$ cat src/rtl/gram_init_sequencer.sv
// gram_init_sequencer
//   Hardware DDR3 bring-up for the gram SoC. A Wishbone master walks a fixed
//   table of 29 DFII register writes (reset release, CKE, MR2/MR3/MR1/MR0,
//   ZQCL, hand-over to the controller) with wait intervals between them.
//
// Ports
//   clk, rst      : system clock, synchronous active-high reset
//   start         : one-cycle pulse, starts the sequence from IDLE/DONE/ERROR
//   wb_adr        : Wishbone word address (DFII_BASE + register offset)
//   wb_dat_w      : write data (zero-extended table value)
//   wb_sel        : byte select, 4'hF during a cycle
//   wb_cyc/wb_stb : bus cycle / strobe
//   wb_we         : write enable, 1 during a cycle
//   wb_ack        : slave acknowledge
//   busy          : sequence in progress
//   done          : sequence completed, held until next start or rst
//   error         : ack timeout, held until next start or rst
//   step          : index of current or last table entry (0..28)
module gram_init_sequencer #(
    parameter logic [31:0] DFII_BASE     = 32'h0000_2400,
    parameter logic [13:0] MR0           = 14'h220,
    parameter logic [13:0] MR1           = 14'h006,
    parameter logic [13:0] MR2           = 14'h200,
    parameter logic [13:0] MR3           = 14'h000,
    parameter int unsigned RESET_WAIT    = 35,
    parameter int unsigned DLLK_WAIT     = 600,
    parameter int unsigned ZQ_WAIT       = 600,
    parameter int unsigned HANDOVER_WAIT = 200,
    parameter int unsigned ACK_TIMEOUT   = 255
) (
    input  logic        clk,
    input  logic        rst,
    input  logic        start,
    output logic [31:0] wb_adr,
    output logic [31:0] wb_dat_w,
    output logic [3:0]  wb_sel,
    output logic        wb_cyc,
    output logic        wb_stb,
    output logic        wb_we,
    input  logic        wb_ack,
    output logic        busy,
    output logic        done,
    output logic        error,
    output logic [4:0]  step
);

    localparam int unsigned MAX_A    = (RESET_WAIT > DLLK_WAIT) ? RESET_WAIT : DLLK_WAIT;
    localparam int unsigned MAX_B    = (ZQ_WAIT > HANDOVER_WAIT) ? ZQ_WAIT : HANDOVER_WAIT;
    localparam int unsigned MAX_WAIT = (MAX_A > MAX_B) ? MAX_A : MAX_B;
    localparam int unsigned CNT_W    = (MAX_WAIT < 2) ? 1 : $clog2(MAX_WAIT + 1);
    localparam int unsigned TO_W     = (ACK_TIMEOUT < 2) ? 1 : $clog2(ACK_TIMEOUT + 1);
    localparam logic [4:0]  LAST_STEP = 5'd28;

    typedef enum logic [2:0] {
        S_IDLE,
        S_WAIT,
        S_REQ,
        S_GAP,
        S_DONE,
        S_ERROR
    } state_t;

    state_t            state_q, state_d;
    logic [4:0]        step_q, step_d;
    logic [CNT_W-1:0]  cnt_q, cnt_d;
    logic [TO_W-1:0]   tcnt_q, tcnt_d;
    logic              post_q, post_d;   // current WAIT is the post-wait of step_q

    logic [2:0]        ent_off;
    logic [13:0]       ent_val;
    logic [CNT_W-1:0]  ent_wait;
    logic [13:0]       mr_val;
    logic [13:0]       mr_ba;

    // Table lookup. Entries 4..27 are six groups of four writes
    // (address, baddress, command, issue); step[4:2] selects the group.
    always_comb begin
        ent_off  = 3'd0;
        ent_val  = '0;
        ent_wait = '0;
        mr_val   = '0;
        mr_ba    = '0;
        case (step_q[4:2])
            3'd1:    begin mr_val = MR2;            mr_ba = 14'd2; end
            3'd2:    begin mr_val = MR3;            mr_ba = 14'd3; end
            3'd3:    begin mr_val = MR1;            mr_ba = 14'd1; end
            3'd4:    begin mr_val = MR0 | 14'h100;  mr_ba = 14'd0; end
            3'd5:    begin mr_val = MR0;            mr_ba = 14'd0; end
            3'd6:    begin mr_val = 14'h400;        mr_ba = 14'd0; end
            default: ;
        endcase
        if (step_q < 5'd4) begin
            case (step_q[1:0])
                2'd0:    begin ent_off = 3'd3; ent_val = 14'h000; end
                2'd1:    begin ent_off = 3'd4; ent_val = 14'h000; end
                2'd2:    begin ent_off = 3'd0; ent_val = 14'h00C; end
                default: begin ent_off = 3'd0; ent_val = 14'h00E; end
            endcase
        end else if (step_q == LAST_STEP) begin
            ent_off  = 3'd0;
            ent_val  = 14'h001;
            ent_wait = CNT_W'(HANDOVER_WAIT);
        end else begin
            case (step_q[1:0])
                2'd0:    begin ent_off = 3'd3; ent_val = mr_val; end
                2'd1:    begin ent_off = 3'd4; ent_val = mr_ba; end
                2'd2:    begin ent_off = 3'd1; ent_val = (step_q[4:2] == 3'd6) ? 14'h003 : 14'h00F; end
                default: begin ent_off = 3'd2; ent_val = 14'h001; end
            endcase
            if (step_q == 5'd23) ent_wait = CNT_W'(DLLK_WAIT);
            if (step_q == 5'd27) ent_wait = CNT_W'(ZQ_WAIT);
        end
    end

    always_ff @(posedge clk) begin
        if (rst) begin
            state_q <= S_IDLE;
            step_q  <= '0;
            cnt_q   <= '0;
            tcnt_q  <= '0;
            post_q  <= 1'b0;
        end else begin
            state_q <= state_d;
            step_q  <= step_d;
            cnt_q   <= cnt_d;
            tcnt_q  <= tcnt_d;
            post_q  <= post_d;
        end
    end

    // Post-waits are measured from the ack edge: the GAP cycle is the first
    // idle cycle of the wait, so WAIT is loaded with (wait - 2) and a wait of
    // 0 or 1 collapses into the mandatory single GAP cycle.
    always_comb begin
        state_d = state_q;
        step_d  = step_q;
        cnt_d   = cnt_q;
        tcnt_d  = tcnt_q;
        post_d  = post_q;
        case (state_q)
            S_IDLE, S_DONE, S_ERROR: begin
                if (start) begin
                    step_d = '0;
                    post_d = 1'b0;
                    tcnt_d = '0;
                    if (RESET_WAIT == 0) begin
                        state_d = S_REQ;
                    end else begin
                        cnt_d   = CNT_W'(RESET_WAIT - 1);
                        state_d = S_WAIT;
                    end
                end
            end
            S_WAIT: begin
                if (cnt_q == '0) begin
                    post_d = 1'b0;
                    tcnt_d = '0;
                    if (!post_q) begin
                        state_d = S_REQ;
                    end else if (step_q == LAST_STEP) begin
                        state_d = S_DONE;
                    end else begin
                        step_d  = step_q + 5'd1;
                        state_d = S_REQ;
                    end
                end else begin
                    cnt_d = cnt_q - CNT_W'(1);
                end
            end
            S_REQ: begin
                if (wb_ack) begin
                    state_d = S_GAP;
                end else if (tcnt_q == TO_W'(ACK_TIMEOUT - 1)) begin
                    state_d = S_ERROR;
                end else begin
                    tcnt_d = tcnt_q + TO_W'(1);
                end
            end
            S_GAP: begin
                if (ent_wait > CNT_W'(1)) begin
                    cnt_d   = ent_wait - CNT_W'(2);
                    post_d  = 1'b1;
                    state_d = S_WAIT;
                end else if (step_q == LAST_STEP) begin
                    state_d = S_DONE;
                end else begin
                    step_d  = step_q + 5'd1;
                    tcnt_d  = '0;
                    state_d = S_REQ;
                end
            end
            default: state_d = S_IDLE;
        endcase
    end

    logic in_req;
    assign in_req   = (state_q == S_REQ);
    assign wb_cyc   = in_req;
    assign wb_stb   = in_req;
    assign wb_we    = in_req;
    assign wb_sel   = in_req ? 4'hF : 4'h0;
    assign wb_adr   = in_req ? (DFII_BASE + {29'd0, ent_off}) : '0;
    assign wb_dat_w = in_req ? {18'd0, ent_val} : '0;
    assign busy     = (state_q == S_WAIT) || (state_q == S_REQ) || (state_q == S_GAP);
    assign done     = (state_q == S_DONE);
    assign error    = (state_q == S_ERROR);
    assign step     = step_q;

endmodule

$ cat config.mk
export PLATFORM = sky130hd
export DESIGN_NAME = gram_init_sequencer
export DESIGN_NICKNAME = d
export VERILOG_FILES = /design/src/rtl/gram_init_sequencer.sv
export SDC_FILE = /design/constraint.sdc
export NUM_CORES = 1
export LEC_CHECK = 0
export BUFFER_PORTS_ARGS = -buffer_cell sky130_fd_sc_hd__buf_4
export CAP_MARGIN = 20
export CELL_PAD_IN_SITES_DETAIL_PLACEMENT = 1
export CELL_PAD_IN_SITES_GLOBAL_PLACEMENT = 2
export CORE_ASPECT_RATIO = 0.9
export CORE_MARGIN = 5
export CORE_UTILIZATION = 28
export DETAILED_ROUTE_END_ITERATION = 16
export PLACE_DENSITY = 0.89
export RECOVER_POWER = 50
export SLEW_MARGIN = 0
export SYNTH_ARGS = -nofsm -noshare
export SYNTH_HDL_FRONTEND = slang
export SYNTH_SLANG_ARGS = --single-unit
$ cat constraint.sdc
create_clock -name clk -period 2.66 [get_ports clk]
set_clock_uncertainty 0.05 [all_clocks]
set_input_delay 0.399 -clock clk [delete_from_list [all_inputs] [get_ports clk]]
set_output_delay 0.399 -clock clk [all_outputs]
set_load 0.005 [all_outputs]
After elaboration in Yosys (flattened, before gate mapping)
Index checks and enable logic that the tools add are counted.
- register bits: 27
- output and inout bits: 79
- add/sub/neg operators: 5
- order comparisons: 2
- eq/ne operators: 27
- mux-type cells: 47
- reductions and logical operators: 14
- operators with widths (operator ; number):
    two-way mux 10 bit ; 7
    case mux 11 bit (5 select lines) ; 1
    two-way mux 8 bit ; 6
    two-way mux 14 bit ; 3
    case mux 14 bit (3 select lines) ; 1
    case mux 8 bit (4 select lines) ; 1
    case mux 10 bit (3 select lines) ; 1
    two-way mux 3 bit ; 9
    two-way mux 5 bit ; 5
    != test 2 bit (second input constant) ; 9
    adder 14 x 3 -> 15 bit (first input constant) ; 1
    == test 3 bit (second input constant) ; 5
    == test 5 bit (second input constant) ; 3
    two-way mux 15 bit ; 1
    case mux 5 bit (3 select lines) ; 1
    == test 3 x 2 -> 1 bit (second input constant) ; 4
    case mux 3 bit (4 select lines) ; 1
    greater-than comparator 10 x 1 -> 1 bit (second input constant) ; 1
    zero test 10 bit ; 1
    subtractor 10 x 1 -> 10 bit (second input constant) ; 1
    subtractor 10 x 2 -> 10 bit (second input constant) ; 1
    case mux 3 bit (3 select lines) ; 1
    adder 8 x 1 -> 8 bit (second input constant) ; 1
    == test 8 bit (second input constant) ; 1
    23 further kinds ; 29

Logic depth before layout (Yosys ltp)
- depth after elaboration: 8
- depth in mapped cells: 9
- gate-level depth less buffers: 7

Worst setup path after synthesis
OpenSTA, ideal clock, no wires.
- path type: register to register
- from: register step_q[0] (netlist: step[0])
- to: register tcnt_q[1]
- data arrival time: 2.091 ns
- required time: 2.540 ns
- path slack: 0.449 ns
- cell stages (with the launch flop): 10
- path buffers: 2
- period minus slack after synthesis: 2.211 ns
- cells stage by stage: dfxtp_1 inv_1 ha_1 buf_2 and4_1 buf_4 o21ai_1 nor2_1 or4_1 a21oi_1
- cells in the longest elaborated chain, start to end: 8
- elaborated cells on any way between the ends: 12
- RTL lines (item ; line ; text):
    start: declaration ; 64 ; logic [4:0] step_q, step_d;
    start signal: assignment ; 124 ; step_q <= step_d;
    == test 5 bit ; 110 ; if (step_q == 5'd23) ent_wait = CNT_W'(DLLK_WAIT);
    two-way mux 10 bit ; 110 ;
    two-way mux 10 bit ; 111 ; if (step_q == 5'd27) ent_wait = CNT_W'(ZQ_WAIT);
    two-way mux 10 bit ; 99 ; end else if (step_q == LAST_STEP) begin
    two-way mux 10 bit ; 92 ; if (step_q < 5'd4) begin
    greater-than comparator 10 x 1 -> 1 bit ; 180 ; if (ent_wait > CNT_W'(1)) begin
    != test 2 bit (no source line) ; n/a ;
    AND reduction 7 bit (no source line) (*) ; n/a ;
    end signal: assignment ; 126 ; tcnt_q <= tcnt_d;
    end: declaration ; 66 ; logic [TO_W-1:0] tcnt_q, tcnt_d;
Every way passes the cells marked *; elsewhere a longest branch is shown, timed or not.
A chain may end at the register's enable or synchronous reset.

Worst setup path after layout
- from: register state_q[2]
- to: output wb_dat_w[3]
- cells in the longest elaborated chain, start to end: 2
- RTL lines (item ; line ; text):
    start: declaration ; 63 ; state_t state_q, state_d;
    start signal: assignment ; 123 ; state_q <= state_d;
    == test 3 x 2 -> 1 bit ; 197 ; assign in_req = (state_q == S_REQ);
    two-way mux 14 bit ; 203 ; assign wb_dat_w = in_req ? {18'd0, ent_val} : '0;
    end: declaration ; 35 ; output logic [31:0] wb_dat_w,
No other way between the ends.

==> key figures <==
Yosys
  • Syn Area/Cell: roughly 7.7 um^2
  • Distinct cells, synth: 63
  • Share of the synthesized area in the top cell type: between 20% and 30%
  • Warnings, synthesis: 0
  • Cell taking the most area after synthesis: dfxtp_1
  • EDFF count, synth: 0
  • Synth Cell Area: ~0.0025 mm^2
  • Async S/R FF share, synth: 0%
  • Mapped Cells: between 300 and 400
  • Top FF cell, synth: dfxtp_1
  • Post-synthesis sequential area ratio: a little over a fifth
  • Synth top area cells: dfxtp_1 (21%), buf_4 (18%), ha_1 (4.9%), nor2_1 (4.3%), o21ai_0 (3.9%)
  • Flops & latches, synth: 27

STA
  • Post-Route Setup TNS: 0 ns
  • RSZ-0062 raised after global routing: false
  • Tcrit/Tclk final: 94.4%
  • Setup-failing EPs final: 0
  • Fmax: around 400 MHz
  • WHS: ~0.34 ns
  • Worst Max-Slew Pin Slew: a little under 0.8 ns
  • Slew Viols, Final: 0
  • Crit path time final: 2.51 ns
  • Max-Slew Margin vs Limit: between 40% and 50%
  • Hold violation count in the final report: 0
  • Final Worst Setup Slack: 0.148 ns

Power and ir drop
  • Internal power: just over 1 mW
  • Sw Share: 47.0%
  • Sequential power share: roughly 29%
  • Switching power total: ~910 uW
  • Leak: about 1.1 nW
  • Gate power share: between 50% and 60%
  • Max IR drop VDD: 0.000277 V
  • Pwr dens: between 700 and 800 mW/mm^2
  • Clock power share: between 10% and 20%

Detailed routing
  • ANT nets after route: 0
  • Via density: 4.83
  • DR DRC count: 0
  • First-pass iteration count of the detailed router: 4
  • DR iter-0 viols: approximately 160
  • Routed wire length: slightly below 7000 um
  • Wire per inst: around 14 um
  • Vias: roughly 2300

Die
  • Initial core utilization: about 28%
  • Core box area: between 0.009 and 0.01 mm^2
  • I/O pin total: 83
  • Die Wd: 110 um
  • Placement row count: 33
  • Die Area: approximately 0.011 mm^2
  • Height of the die: 100 um

Critical path
  • CP max-delay cell: or3b_1
  • Critical path's most frequent cell: buf_4
  • Setup CP Type: reg2out
  • Crit end category: output port
  • Max FO, Critical Path: 10
  • Reg2Reg Setup Slack: ~0.20 ns
  • Startpoint types: flip-flop
  • Crit-path max cell delay: 0.54 ns
  • WP data required: between 2 and 2.5 ns
  • Worst EP arrival: between 2 and 2.5 ns
  • Crit path cell chain: or3b_1 > inv_1 > buf_4 > o21ai_0 > nor2_1 > buf_4

Global route
  • First-pass GRT wire length: between 10000 and 15000 um
  • Gr usage total: 11.7%
  • GR met2 Demand/Resource: between 10% and 20%
  • Grt met1 use: about 17%
  • Initial antenna violation count: 0
  • M3 GR Usage: less than 1%
  • Global route overflow: 0
  • Largest net degree at the start of global routing: 23
  • Vias in the first global route: roughly 2300
  • Most Used Layer, Global Route: met2

CTS
  • Clock Latency Late Sink: 0.28 ns
  • Clock sinks: 27
  • CTS root buffer: clkbuf_8
  • Clock Path Buffers: 2
  • Clock transition at path regs: 0.11 ns
  • CTS tree: built
  • H-tree depth: 1
  • Post-CTS setup buffer count: 0
  • CTS Hold Buffers Added: 0
  • CTS Buf Count: 3

Placement
  • Post-DP HPWL: roughly 5300 um
  • Placed cell area: roughly 0.0026 mm^2
  • Port buffer count: 31
  • GPL Wtd Cong: roughly 0.78
  • Place WS: 0.309 ns

Status
  • Status: complete, no violations

Finish
  • Area growth, synth to finish: 5.36%
  • Final instance area: approximately 0.0027 mm^2
  • Final nets: around 370
  • Most frequent cells in the layout: conb_1 (51), buf_4 (37), nor2_1 (29)
  • Diodes inserted: 0
  • Commonest non-fill, non-tap cell in the layout: conb_1
  • Layout cells sized above 1: roughly 16%
  • Final Util: 29.8%

Job
  • Maxcap violations: 0

Min path
  • Min-Delay Path Class: in2reg
==> logic make-up (layout without fill, tap and decap cells) <==
group,Yosys count,after routing,share of synthesized area [%]
adders and majority gates,10,10,4.92
muxes,3,3,1.38
DFF,27,27,21.2
buffers and inverters,91,59,23.6
AOI/OAI and AO/OA,92,92,26.1
xor gates and xnor gates,1,1,0.344
other,1,51,0.147
and+or+nand+nor,107,107,22.3
==> per-stage QoR <==
step | power [mW] | std cells
6_report | 1.94 | 472
5_1_grt | 2.12 | 472
4_1_cts | 1.97 | 472
3_5_place_dp | 1.71 | 468
3_3_place_gp | 1.68 | 468
2_1_floorplan | 1.48 | 382
==> power groups by stage <==
stage	Clock, mW	Combinational (mW)	Sequential (mW)
after floorplan	0	0.951	0.532
after global placement	0	1.12	0.558
after detailed placement	0	1.15	0.565
after CTS	0.258	1.16	0.554
after global routing	0.272	1.28	0.566
final	0.248	1.14	0.555
==> final timing paths <==
| check | start | to | depth (start not counted) |
|---|---|---|---|
| worst max register to register | step[0] | tcnt_q[1] | 7 |
| worst min register to register | tcnt_q[7] | tcnt_q[7] | 1 |
| worst max-delay path | state_q[2] | wb_dat_w[3] | 6 |
| worst min-delay path | wb_ack | state_q[1] | 3 |
==> worst max-delay path: cells and delay by family (launching register included) <==
kind | cells | cell delay (ns)
and+or+nand+nor | 2 | 0.65
buffers and inverters | 3 | 0.61
DFF | 1 | 0.43
AOI/OAI and AO/OA | 1 | 0.09
==> flip-flops by register name, indices dropped and copies added, names as in the netlist <==
register and flops:
state_q 3, step 5, tcnt_q 8, cnt_q 10
post_q 1
==> per-layer routing <==
metal / vias to the layer above / routed length, um
li1: 1127 / -
met1: 1074 / 3420
met2: 68 / 2980
met3: 10 / 326
met4: 0 / 80
met5: - / 0
==> final cells by class <==
type | instances | area, um^2
Fill cell | 1153 | 6320
Multi-Input combinational cell | 264 | 1580
Sequential cell | 27 | 543
Timing Repair Buffer | 42 | 308
Tap cell | 122 | 153
Inverter | 13 | 48.8
Clock buffer | 3 | 41.3
Clock inverter | 1 | 5.00
==> synthesized netlist by cell type (all sizes together), types with 4 or more instances <==
master and number:
o22ai 4, nand3 15, o31ai 6, o21ai 22, ha 10, o41ai 4
a21oi 19, a21o 6, o311ai 4, dfxtp 27, nand2 19, nor2 29
nor3 13, clkbuf 8, buf 70, inv 13, and3 4
==> repair_timing <==
item,in CTS,in global routing
hold endpoints to repair,0,0
endpoints found under the setup margin,1,2
resized for setup,1,3
Power figures use the tool's default switching activity.
